## config.mk

```make
export PLATFORM = sky130hd
export DESIGN_NAME = hcu_round_ctrl
export DESIGN_NICKNAME = d
export VERILOG_FILES = /design/src/rtl/hcu_round_ctrl.sv
export SDC_FILE = /design/constraint.sdc
export NUM_CORES = 1
export LEC_CHECK = 0
export BUFFER_PORTS_ARGS = -buffer_cell sky130_fd_sc_hd__buf_2
export CAP_MARGIN = 20
export CELL_PAD_IN_SITES_DETAIL_PLACEMENT = 0
export CELL_PAD_IN_SITES_GLOBAL_PLACEMENT = 1
export CORE_MARGIN = 4
export CORE_UTILIZATION = 36
export CTS_BUF_LIST = sky130_fd_sc_hd__clkbuf_8 sky130_fd_sc_hd__clkbuf_16
export DETAILED_ROUTE_END_ITERATION = 10
export PLACE_DENSITY_LB_ADDON = 0.25
export SLEW_MARGIN = 20
export SYNTH_ARGS = -nofsm -noshare
export SYNTH_HDL_FRONTEND = slang
export SYNTH_SLANG_ARGS = --single-unit
```

## constraint.sdc

```tcl
create_clock -name clk -period 2.4 [get_ports clk]
set_clock_uncertainty 0.2 [all_clocks]
set_input_delay 0.12 -clock clk [delete_from_list [all_inputs] [get_ports clk]]
set_output_delay 0.12 -clock clk [all_outputs]
set_load 0.005 [all_outputs]
```

## src/rtl/hcu_round_ctrl.sv

```systemverilog
// Round sequencer for the SHA-2 compression datapath: loads a..h, steps one
// round per accepted W_t, accumulates the digest and holds it for downstream.
module hcu_round_ctrl #(
    parameter int unsigned ROUNDS_256 = 64,
    parameter int unsigned ROUNDS_512 = 80,
    parameter int unsigned IDX_WIDTH  = 7
) (
    input  logic                 clk,
    input  logic                 rst_n,
    input  logic                 start_valid,
    output logic                 start_ready,
    input  logic                 start_sha512,
    input  logic                 abort,
    input  logic                 w_valid,
    output logic                 w_ready,
    output logic                 load_iv,
    output logic                 round_en,
    output logic [IDX_WIDTH-1:0] round_idx,
    output logic                 sha512_mode,
    output logic                 add_digest,
    output logic                 digest_valid,
    input  logic                 digest_ready,
    output logic                 busy
);

    typedef enum logic [2:0] {
        S_IDLE  = 3'd0,
        S_LOAD  = 3'd1,
        S_ROUND = 3'd2,
        S_FINAL = 3'd3,
        S_DONE  = 3'd4
    } state_t;

    state_t               state_q, state_d;
    logic [IDX_WIDTH-1:0] idx_q, idx_d;
    logic                 mode_q, mode_d;
    logic [IDX_WIDTH-1:0] last_idx;

    assign last_idx    = mode_q ? IDX_WIDTH'(ROUNDS_512 - 1) : IDX_WIDTH'(ROUNDS_256 - 1);
    assign round_idx   = idx_q;
    assign sha512_mode = mode_q;

    // State, round index and latched mode
    always_ff @(posedge clk or negedge rst_n) begin
        if (!rst_n) begin
            state_q <= S_IDLE;
            idx_q   <= '0;
            mode_q  <= 1'b0;
        end else begin
            state_q <= state_d;
            idx_q   <= idx_d;
            mode_q  <= mode_d;
        end
    end

    // Next-state and state-decoded datapath controls
    always_comb begin
        state_d      = state_q;
        idx_d        = idx_q;
        mode_d       = mode_q;
        start_ready  = 1'b0;
        w_ready      = 1'b0;
        load_iv      = 1'b0;
        round_en     = 1'b0;
        add_digest   = 1'b0;
        digest_valid = 1'b0;
        busy         = 1'b1;

        case (state_q)
            S_IDLE: begin
                busy        = 1'b0;
                start_ready = 1'b1;
                if (start_valid) begin
                    mode_d  = start_sha512;
                    idx_d   = '0;
                    state_d = S_LOAD;
                end
            end
            S_LOAD: begin
                load_iv = 1'b1;
                state_d = S_ROUND;
            end
            S_ROUND: begin
                // abort wins over a pending word so the datapath never advances
                if (!abort) begin
                    w_ready  = 1'b1;
                    round_en = w_valid;
                    if (w_valid) begin
                        if (idx_q == last_idx) begin
                            idx_d   = '0;
                            state_d = S_FINAL;
                        end else begin
                            idx_d = idx_q + IDX_WIDTH'(1);
                        end
                    end
                end
            end
            S_FINAL: begin
                add_digest = 1'b1;
                state_d    = S_DONE;
            end
            S_DONE: begin
                digest_valid = 1'b1;
                if (digest_ready) begin
                    state_d = S_IDLE;
                end
            end
            default: begin
                state_d = S_IDLE;
                idx_d   = '0;
            end
        endcase

        if (abort) begin
            state_d = S_IDLE;
            idx_d   = '0;
            mode_d  = mode_q;
        end
    end

endmodule
```

==> results.ini <==
[sta]
drv_slew = 0
setup_viol = 0
layout_min_cycle_time_ns = 2.16
fin_crit_sh_pct = 90.0
maxSlewHeadroom_pct = 67.8
grt_setup_unrepaired = no
setup_tns_ns = 0
hold_viol_final = 0
max_freq_mhz = 463
worstMarginPinSlew_ns = 0.480

[route]
avgViaCountPerCell = 5.33
drc = 0
wl_um = 1680
ant_nets = 0
wl_per_cell_um = 13.2
drt_iter0_drc = 14
num_vias = 677
firstDrtPassIters = 4

[yosys]
netlist_instances = 76
yosys_register_bits = 11
yosysMostFrequentCell = dfrtp_1
synth_xor_area_share_pct = 1.22
synth_common_cells = dfrtp_1, inv_1, nand3_1
synthMuxAreaShare_pct = 4.34
ys_types = 34
yosys.area.top_type_share_pct = 38.2
yosys_warnings = 0
synthTopCellsByArea = dfrtp_1, buf_6, nand3_1, inv_1, nor4_4
async_flop_share_pct = 100
synthSimpleGateAreaFrac_pct = 29.7
synth-edff-count = 0
synth_top_family_by_area = simple AND/OR/NAND/NOR gates
yosysTopAreaCell = dfrtp_1
synth_compound_area_share_pct = 16.5
synthFlopType = dfrtp_1
synth_fp_nets = 84
yosysSeqAreaShare_pct = 38.2
synthAdderAreaFrac_pct = 1.74
netlist_area_um2 = 721
syn_area_per_cell_um2 = 9.48

[setup_path]
crit_type = in -> out
cpPeakStageDelay_ns = 0.53
crit_family = buffers and inverters
crit_slowest_cell = dlygate4sd3_1
path_cells = dlygate4sd3_1, buf_2, or4b_4, inv_1, and2_1, buf_2
worst-path-buf-inv = 4
worst-endpoint-arrival_ns = 1.84
cp_common_cell = buf_2
required_ns = 2.08
worst_setup_path_end_kind = output pin
startpoint_type = input pin
worstPathMaxFanout = 7

[status]
status = finished, final reports clean

[floorplanning]
die_x_um = 52.7
die_y_um = 52.7
pin_count = 22
start_util_pct = 40.0
core_um2 = 1800
row_count = 15
dieArea_um2 = 2780

[grt]
grt_pass1_vias = 590
grt_pass1_wl_um = 2720
overflow = 0
antenna_found_initial = 0
track_usage_pct = 14.2
grt_max_degree = 12

[cells_and_area]
num_antenna_cells = 0
area_growth_pct = 26.0
seq_area_um2 = 275
final_util_pct = 50.4
nets = 111
multi_input_area_um2 = 385
fill_cells = 197
drive_above_1_share_pct = 30.4

[place]
io_buffers = 21
hpwl_um = 1230
globalplace.congestion = 0.744

[clocking]
cts_setup_buffers = 0
cts_tree = built
cts_root_buf = clkbuf_8
cts.clk_slew.worst_paths_ns = 0.05
cts_hold_buf = 4
clock_sinks = 11
cts_made_buffers = 3
htree_levels = 1
clockBufferDepth = 2
cts_resized = 0
clock_latency_ns = 0.24

[power]
power_density_nw_per_um2 = 518
p_leak_nw = 0.439
power_mw = 0.470
vdd_drop_max_mv = 0.257

[min_path]
hold_path_class = in -> reg

[flow_run]
drv_cap = 0

## layer usage
| layer | vias up | share of wire [%] | track usage (%) |
|---|---|---|---|
| li1 | 338 | - | - |
| met1 | 308 | 47 | 18.3 |
| met2 | 27 | 43 | 19.2 |
| met3 | 4 | 8.1 | 5.13 |
| met4 | 0 | 2.6 | 10.2 |
| met5 | - | 0 | 0 |
## sequential cells by signal, summed over array words and instances (netlist names)
| signal | cells |
|---|---|
| round_idx | 7 |
| state_q | 3 |
| sha512_mode | 1 |
## worst min-delay path, cell delays in order
cell and delay (ns):
buf_2 0.12, a2bb2oi_1 0.12, nor4_1 0.05
## power by group
group          internal (mW)  switching [mW]
Combinational         0.0401          0.0396
Sequential             0.195          0.0167
Clock                  0.112          0.0672
Total                  0.347           0.123
## cell families (layout without fill, tap and decap cells)
group	Yosys count	in the layout
XOR/XNOR	1	1
AND/OR/NAND/NOR	33	33
multiplexers	3	3
AO/OA/AOI/OAI	17	17
adder cells (fa/ha/maj)	1	1
flip-flops	11	11
buffers and inverters	10	36
## cell usage in the layout (no fill, tap or decap), types with 2 or more instances in the layout
cell type / netlist / routed
o211ai_1: 2 / 2
nor3b_1: 2 / 2
dfrtp_1: 11 / 11
nor4bb_1: 2 / 2
clkbuf_8: 0 / 3
nor3_1: 2 / 2
a31oi_1: 3 / 3
buf_2: 0 / 21
nand4_1: 2 / 2
inv_1: 7 / 8
and3_1: 2 / 2
nor2_1: 4 / 4
dlygate4sd3_1: 0 / 4
nand2_1: 4 / 4
o22ai_1: 2 / 2
a21oi_1: 2 / 2
nand3_1: 6 / 6
mux2i_1: 2 / 2
a41oi_1: 2 / 2
and2_1: 2 / 2
## cell type report
class	count	share of cell area (%)
clock inverters	1	0.413
inverters	7	2.89
flip-flops and latches	11	30.3
well taps	25	3.44
clock buffers	3	4.55
repair buffers	25	16.0
multi-input cells	55	42.4
## worst paths after layout
path / startpoint / slack [ns] / cells after the start / endpoint
worst max register to register: state_q[0] / 0.42 / 4 / round_idx[6]
worst max-delay path: abort / 0.24 / 6 / round_en
min in group asynchronous: rst_n / 0.08 / 2 / sha512_mode
max in group asynchronous: rst_n / 1.72 / 2 / round_idx[3]
worst min-delay path: start_valid / 0.01 / 3 / state_q[0]
worst min register to register: round_idx[0] / 0.35 / 1 / round_idx[0]
## metrics by stage
step	hold WS (ns)	cells	area, um2	setup WS [ns]
global placement	-0.189	119	823	0.498
detailed placement	-0.194	119	823	0.459
global route	0.0606	127	908	0.162
floorplan	-0.376	76	721	0.540
CTS	0.00975	127	908	0.245
finish	0.0102	127	908	0.240
Power figures use the tool's default switching activity.
